## src/rtl/div_sched_pkg.sv

```systemverilog
// div_sched_pkg: shared state encoding, uop cond bit positions and result selection for div_sched
package div_sched_pkg;
  localparam logic [1:0] S_IDLE = 2'd0;
  localparam logic [1:0] S_RUN0 = 2'd1;
  localparam logic [1:0] S_RUN1 = 2'd2;
  localparam logic [1:0] S_DONE = 2'd3;
  localparam int DIV_REM = 0;
  localparam int DIV_SIGNED = 1;
  function automatic logic [31:0] pick(input logic rem, input logic [31:0] q, input logic [31:0] r);
    return rem ? r : q;
  endfunction
endpackage

```

## src/rtl/div_sched_lane.sv

```systemverilog
// div_sched_lane: per-lane operand capture and result holding register
module div_sched_lane
  import div_sched_pkg::*;
(
  input  logic        clk,
  input  logic        aresetn,
  input  logic        cap,
  input  logic        clr,
  input  logic        req_valid,
  input  logic        req_signed,
  input  logic        req_rem,
  input  logic [31:0] req_a,
  input  logic [31:0] req_b,
  input  logic [4:0]  req_rd,
  input  logic        wr,
  input  logic [31:0] core_q,
  input  logic [31:0] core_r,
  output logic        valid,
  output logic        sgn,
  output logic        rem,
  output logic [31:0] a,
  output logic [31:0] b,
  output logic [31:0] data,
  output logic [4:0]  rd
);
  // capture the request in IDLE; latch the result, zero divisor yields q=0 r=a without the core
  always_ff @(posedge clk) begin
    if (!aresetn) begin
      valid <= 1'b0;
      sgn <= 1'b0;
      rem <= 1'b0;
      a <= '0;
      b <= '0;
      rd <= '0;
      data <= '0;
    end else begin
      if (clr) valid <= 1'b0;
      else if (cap) begin
        valid <= req_valid;
        sgn <= req_signed;
        rem <= req_rem;
        a <= req_a;
        b <= req_b;
        rd <= req_rd;
      end
      if (wr) data <= (b == '0) ? pick(rem, '0, a) : pick(rem, core_q, core_r);
    end
  end
endmodule

```

## src/rtl/div_sched.sv

```systemverilog
// div_sched: serialises lane 0 / lane 1 divides onto one shared divider core and holds results for EX2/WB
module div_sched
  import div_sched_pkg::*;
#(
  parameter int REQ_W = 2
) (
  input  logic        clk,
  input  logic        aresetn,
  input  logic        flush,
  input  logic        req0_valid,
  input  logic        req1_valid,
  input  logic        req0_signed,
  input  logic        req1_signed,
  input  logic        req0_rem,
  input  logic        req1_rem,
  input  logic [31:0] req0_a,
  input  logic [31:0] req0_b,
  input  logic [31:0] req1_a,
  input  logic [31:0] req1_b,
  input  logic [4:0]  req0_rd,
  input  logic [4:0]  req1_rd,
  output logic        core_start,
  output logic        core_abort,
  output logic [31:0] core_a,
  output logic [31:0] core_b,
  output logic        core_signed,
  input  logic        core_done,
  input  logic [31:0] core_q,
  input  logic [31:0] core_r,
  output logic        stall_divider,
  output logic        div_ready,
  output logic        res0_valid,
  output logic        res1_valid,
  output logic [31:0] res0_data,
  output logic [31:0] res1_data,
  output logic [4:0]  res0_rd,
  output logic [4:0]  res1_rd,
  input  logic        accept
);
  logic [1:0] st;
  logic started;
  logic idle, run0, run1, run, done, sel, any_req, first, bz, done_ok, adv, cap, clr;
  logic [REQ_W-1:0] v, sg, rm;
  logic [31:0] la [REQ_W];
  logic [31:0] lb [REQ_W];
  logic [31:0] ld [REQ_W];
  logic [4:0] lrd [REQ_W];
  assign idle = st == S_IDLE;
  assign run0 = st == S_RUN0;
  assign run1 = st == S_RUN1;
  assign done = st == S_DONE;
  assign run = run0 | run1;
  assign sel = run1;
  assign any_req = req0_valid | req1_valid;
  assign first = run & ~started;
  assign bz = lb[sel] == '0;
  assign done_ok = run & started & core_done & ~flush;
  assign adv = run & ~flush & ((first & bz) | done_ok);
  assign cap = idle & any_req & ~flush;
  assign clr = flush | (done & accept);
  assign core_start = first & ~bz & ~flush;
  assign core_abort = run & started & flush & aresetn;
  assign core_a = la[sel];
  assign core_b = lb[sel];
  assign core_signed = sg[sel];
  assign stall_divider = (idle & any_req) | run;
  assign div_ready = done;
  assign res0_valid = done & v[0];
  assign res1_valid = done & v[1];
  assign res0_data = ld[0];
  assign res1_data = ld[1];
  assign res0_rd = lrd[0];
  assign res1_rd = lrd[1];
  generate
    for (genvar i = 0; i < REQ_W; i++) begin : g_lane
      div_sched_lane u_lane (
        .clk        (clk),
        .aresetn    (aresetn),
        .cap        (cap),
        .clr        (clr),
        .req_valid  (i == 0 ? req0_valid : req1_valid),
        .req_signed (i == 0 ? req0_signed : req1_signed),
        .req_rem    (i == 0 ? req0_rem : req1_rem),
        .req_a      (i == 0 ? req0_a : req1_a),
        .req_b      (i == 0 ? req0_b : req1_b),
        .req_rd     (i == 0 ? req0_rd : req1_rd),
        .wr         (adv & (i == 0 ? run0 : run1)),
        .core_q     (core_q),
        .core_r     (core_r),
        .valid      (v[i]),
        .sgn        (sg[i]),
        .rem        (rm[i]),
        .a          (la[i]),
        .b          (lb[i]),
        .data       (ld[i]),
        .rd         (lrd[i])
      );
    end
  endgenerate
  // sequencer: lane 0 runs before lane 1; started marks that the core holds the current op
  always_ff @(posedge clk) begin
    if (!aresetn || flush) begin
      st <= S_IDLE;
      started <= 1'b0;
    end else begin
      st <= (idle & any_req) ? (req0_valid ? S_RUN0 : S_RUN1) :
            (run0 & adv) ? (v[1] ? S_RUN1 : S_DONE) :
            (run1 & adv) ? S_DONE :
            (done & accept) ? S_IDLE : st;
      started <= adv ? 1'b0 : (core_start ? 1'b1 : started);
    end
  end
endmodule

```

## config.mk

```make
export PLATFORM = sky130hd
export DESIGN_NAME = div_sched
export DESIGN_NICKNAME = d
export VERILOG_FILES = /design/src/rtl/div_sched_pkg.sv /design/src/rtl/div_sched_lane.sv /design/src/rtl/div_sched.sv
export SDC_FILE = /design/constraint.sdc
export NUM_CORES = 1
export LEC_CHECK = 0
export BUFFER_PORTS_ARGS = -buffer_cell sky130_fd_sc_hd__buf_2
export CAP_MARGIN = 20
export CORE_MARGIN = 2
export CORE_UTILIZATION = 43
export DETAILED_ROUTE_END_ITERATION = 6
export PLACE_DENSITY = 0.7
export SLEW_MARGIN = 20
export SYNTH_ARGS = -nofsm -noshare
export SYNTH_HDL_FRONTEND = slang
export SYNTH_SLANG_ARGS = --single-unit
```

## constraint.sdc

```tcl
create_clock -name clk -period 1.8 [get_ports clk]
set_input_delay 0.27 -clock clk [delete_from_list [all_inputs] [get_ports clk]]
set_output_delay 0.27 -clock clk [all_outputs]
set_load 0.005 [all_outputs]
```

======== Word-level counts from Yosys, hierarchy flattened ========
Cells that the tools add are included.
word-level totals
  flip-flop bits (word level) ............. 211
  input port bits ......................... 213
  output and inout port bits .............. 145
  logic and storage cells ................. 80
cells by class
  order comparisons ....................... 2
  equality and inequality tests ........... 3
  mux-type cells .......................... 20
  bitwise logic cells ..................... 29
  reduce and logical (&&, ||, !) cells .... 10
operators with widths
  operator                                                  number
  2-to-1 mux 32 bit                                         12
  logical NOT 32 bit                                        3
  AND 1 bit                                                 18
  2-to-1 mux 2 bit                                          5
  NOT 1 bit                                                 5
  bitwise OR 1 bit                                          5
  equality test 2 bit, second input constant                2
  nonzero test 4 bit                                        1
  OR reduction 2 bit                                        2
  2-to-1 mux 1 bit                                          3
  equality test 2 x 1 -> 1 bit, second input constant       1
  greater-or-equal comparator 2 bit, second input constant  1
  logical NOT 2 bit                                         1
  < comparator 1 x 2 -> 1 bit, second input constant        1
  NOT 1 -> 2 bit                                            1
  AND reduction 2 bit                                       1
  logical NOT 1 bit                                         1
  logical OR 1 bit                                          1

======== Longest topological paths before layout ========
  word-level depth ........................ 13
  mapped depth ............................ 9

======== Modules after synthesis ========
Synthesis repeated with hierarchy kept, for this count alone.
second synthesis, totals
  cells, all modules ...................... 1,301
  area total of the unflattened synthesis .. 10,950.5 um2
by module, submodules not included
  module          instances  cells each  area each (um2)  seq. area each (um2)
  div_sched_lane  2          579         4,827.1          2,082.0
  div_sched       1          143         1,296.2          60.1

======== Worst setup path before layout ========
OpenSTA, ideal clock, no wires.
  path kind ............................... register -> register
  from .................................... reg st[0]
  to ...................................... reg g_lane[0].u_lane.a[27]
  setup time .............................. 132 ps
  arrival ................................. 1,768 ps
  setup slack ............................. -100 ps
  cell stages (with the launch flop) ...... 10
  buffers on the path ..................... 3
  period minus slack after synthesis ...... 1,900 ps
  path through ............................ dfxtp_1 -> inv_1 -> ha_1 -> o21ai_0 -> or3b_2 -> buf_2 -> buf_2 -> buf_2 -> nand2_1 -> a21oi_1
on the way
  longest elaborated chain between the ends .. 5
  elaborated cells on any way between the ends .. 8
ends and longest elaborated chain
  element                            line                  source
  start, declared                    div_sched.sv:40       logic [1:0] st;
  start signal, assigned             div_sched.sv:106      st <= (idle & any_req) ? (req0_valid ? S_RUN0 : S_RUN1) :
  equality test 2 bit                div_sched.sv:51       assign done = st == S_DONE;
  AND 1 bit                          div_sched.sv:60       assign clr = flush | (done & accept);
  bitwise OR 1 bit                   div_sched.sv:60
  NOT 1 bit (no line)                n/a
  AND reduction 2 bit (no line) (*)  n/a
  end signal, assigned               div_sched_lane.sv:42  a <= req_a;
  end, declared                      div_sched_lane.sv:21  output logic [31:0] a,
Mark *: on every way between the ends. The rest lies on a longest branch, timed or not.
A chain may end at the register's enable or synchronous reset.

======== Final worst setup path ========
  from .................................... reg g_lane[0].u_lane.b[12]
  to ...................................... out core_start
on the way
  longest elaborated chain between the ends .. 7
ends and longest elaborated chain
  element                                                line                  source
  start, declared                                        div_sched_lane.sv:22  output logic [31:0] b,
  start signal, assigned                                 div_sched_lane.sv:43  b <= req_b;
  2-to-1 mux 32 bit (not written as such) (3 in series)  div_sched.sv:56       assign bz = lb[sel] == '0;
  logical NOT 32 bit                                     div_sched.sv:56
  NOT 1 bit                                              div_sched.sv:61       assign core_start = first & ~bz & ~flush;
  AND 1 bit (2 in series)                                div_sched.sv:61
  end, declared                                          div_sched.sv:22       output logic core_start,
Every way passes these cells. The select of a mux whose other input is x is not followed.

==> impl_metrics.toml <==
[final_layout]
seqCellArea_mm2 = 0.00424
syn_to_final_growth_pct = 77.5
drive_above_1_share = 0.493
multi_input_area_mm2 = 0.00656
finalCoreUtilization = 0.771
nFillCells = 1405
fin_nets = 2014

[timing]
finClkSkew_ps = 21.3
drv_slew = 0
hold_violations = 0
setup-tns-final_ps = -52950
setup_slack_ps = -646
slew_headroom = 0.398
fmax_mhz = 409
tightest_slew_ps = 903
setup_viol = 193
post-route-period-util = 1.36
rsz0062_at_grt = "true"
post-route-min-period_ps = 2450

[yosys]
yosysTopAreaCellShare = 0.417
synth.area.top_cells = "dfxtp_1 42%, nand2_1 12%, a21oi_1 11%"
synthesis.nets = 1423
synth_cell_types = 46
synth-seq-cells = 211
postSynthAreaPerCell_um2 = 8.41
ys_warn_count = 0
async_flop_share = 0
synth_edf_count = 0
synth_ff_type = "dfxtp_1"
synth_top_area_cell = "dfxtp_1"
netlist_area_mm2 = 0.0101
synth.yosys.seq_area_share = 0.417
synthCells = 1206

[route]
avgRoutedWirePerCell_um = 23.9
drt_first_iter_violations = 1067
num_vias = 12400
drc = 8
routed_wirelength_um = 51100
dr.pass1.iters = 7
antenna_left = 0
via_per_inst = 5.81

[floorplan]
die_x_um = 158
fp.coreArea_mm2 = 0.0233
std_cell_rows = 56
die_area_mm2 = 0.0248
io_pins = 358
fp.dieH_um = 158
initial_core_util = 0.435

[cts]
cts_htree_levels = 1
clock_path_buffers = 3
clk_latency_ps = 530
clock_sinks = 211
cts_made_buffers = 24
cts-root-buf = "clkbuf_16"
cts_tree = "built"
cts.reportedPaths.clkPinSlew_ps = 70

[grt]
gr-total-overflow = 0
grt_usage = 0.295
grt_first_pass_wirelength_um = 57800
globalRouteMet2Util = 0.502
antenna_found_initial = 7
grt_util_met3 = 0.0679
grt_pass1_vias = 10900
grt_start_max_net_pins = 134
top_usage_layer = "met2"
use_met1 = 0.354

[placement]
dp_hpwl_um = 23900
gp_congestion = 0.861
portBuffers = 357
pre_cts_ws_ps = -359

[setup_path]
critPathBufInv = 1
path_cells = "nor4_1, and4_4, nand3b_1, nand2_2, nor3_2, buf_2"
max_stage_delay_ps = 530
crit_path_start_kind = "flop"
crit_family = "simple AND/OR/NAND/NOR gates"
crit_fanout = 2
crit_required_ps = 1530
crit_type = "flop to output port"
slowest_stage = "nor4_1"
crit_path_end_kind = "output port"
arrival_ps = 2180

[power_and_ir_drop]
seqPwrFrac = 0.374
pwr_density_cell_mw_per_mm2 = 753
p_clk_frac = 0.380
internal_power_mw = 9.67
combPwrFrac = 0.246
power_switching_mw = 3.88
peakVddDrop_mv = 0.707
p_leak_nw = 8.43
swShare = 0.286

[job]
maxCapViolations = 0

[hold_path]
hold_path.class = "primary input to flop"

[status]
status = "finished with violations"
violations = "DRC, setup timing"
[power by group through the flow]
stage	Sequential, mW	Combinational [mW]	Clock [mW]
after floorplan	5.07	1.06	0
after global placement	5.11	1.91	0
after detailed placement	5.11	1.93	0
after CTS	5.03	2.41	5.11
after global routing	5.08	3.47	5.33
final	5.06	3.34	5.15
[final cells by class]
class                      count  area share
timing repair buffer         666       0.330
tap                          319      0.0222
clock buffer                  36      0.0415
inverter                       4     0.00111
antenna                        6    0.000834
sequential                   211       0.236
clock inverter                 8     0.00403
multi-input combinational    890       0.365
[tightest hold or removal path, delay by kind of cell]
family | cells | cell delay [ps]
AO/OA/AOI/OAI | 1 | 50
buffers and inverters | 1 | 100
AND/OR/NAND/NOR | 1 | 70
[final timing paths]
path,startpoint,end,slack [ps],depth (start not counted)
setup / recovery,g_lane[0].u_lane.b[12],core_start,-650,6
hold / removal,req0_b[30],g_lane[0].u_lane.b[30],5,3
setup reg to reg,g_lane[0].u_lane.b[12],g_lane[0].u_lane.data[12],-540,9
hold reg to reg,g_lane[0].u_lane.data[25],g_lane[0].u_lane.data[25],460,2
[cells in the final DEF (no fill, tap or decap), drive strengths merged, types with 4 or more instances in the layout]
| master | n |
|---|---|
| and4 | 5 |
| buf | 541 |
| o21ai | 35 |
| nor2 | 6 |
| nor3b | 33 |
| nand2 | 329 |
| dfxtp | 211 |
| nand3 | 4 |
| clkbuf | 61 |
| dlygate4sd3 | 100 |
| ha | 4 |
| a211o | 32 |
| diode | 6 |
| mux2 | 97 |
| inv | 5 |
| or3b | 4 |
| a21oi | 240 |
| nor4 | 16 |
| clkinv | 6 |
| mux2i | 64 |
[registers in the layout, summed over array words and instances, names as in the netlist]
signal and flops:
g_lane.u_lane.a 64, g_lane.u_lane.b 64, g_lane.u_lane.data 64, g_lane.u_lane.rd 10
g_lane.u_lane.rem 2, g_lane.u_lane.sgn 2, g_lane.u_lane.valid 2, st 2
started 1
[cell usage after synthesis (5+ instances only)]
cell	n
nand2_1	328
a21oi_1	232
dfxtp_1	211
mux2_2	72
mux2i_1	64
clkbuf_1	55
a211o_1	32
buf_2	32
nor3b_1	32
mux2_1	23
o21ai_1	21
nor4_1	15
o21ai_0	13
a21oi_2	8
nor2_1	6
buf_6	5
[routing by layer]
metal	up-vias	wire length (um)
li1	5383	-
met1	5826	17800
met2	925	24000
met3	292	5100
met4	0	4190
met5	-	0
[logic make-up after synthesis]
family | after synthesis | share of synthesized area
adder cells (fa/ha/maj) | 4 | 0.00494
flip-flops | 211 | 0.417
AND/OR/NAND/NOR | 406 | 0.176
AO/OA/AOI/OAI | 316 | 0.175
buffers and inverters | 108 | 0.0555
multiplexers | 161 | 0.172
[repair_timing]
item	4_1_cts	5_1_grt
buffers inserted	27	25
gates cloned	9	41
endpoints found under the setup margin	140	264
hold endpoints to repair	98	2
hold buffers	98	2
gates resized for setup	144	277
pin swaps	29	78
[through the flow]
step / area (um2) / hold slack (ps) / cells / power (mW)
floorplan: 10200 / 406 / 1206 / 6.13
global placement: 13000 / 439 / 1892 / 7.01
detailed placement: 13000 / 447 / 1892 / 7.04
CTS: 15900 / 0.168 / 2070 / 12.6
global route: 18000 / 2.10 / 2138 / 13.9
finish: 18000 / 5.14 / 2140 / 13.6
Power figures use the tool's default switching activity.
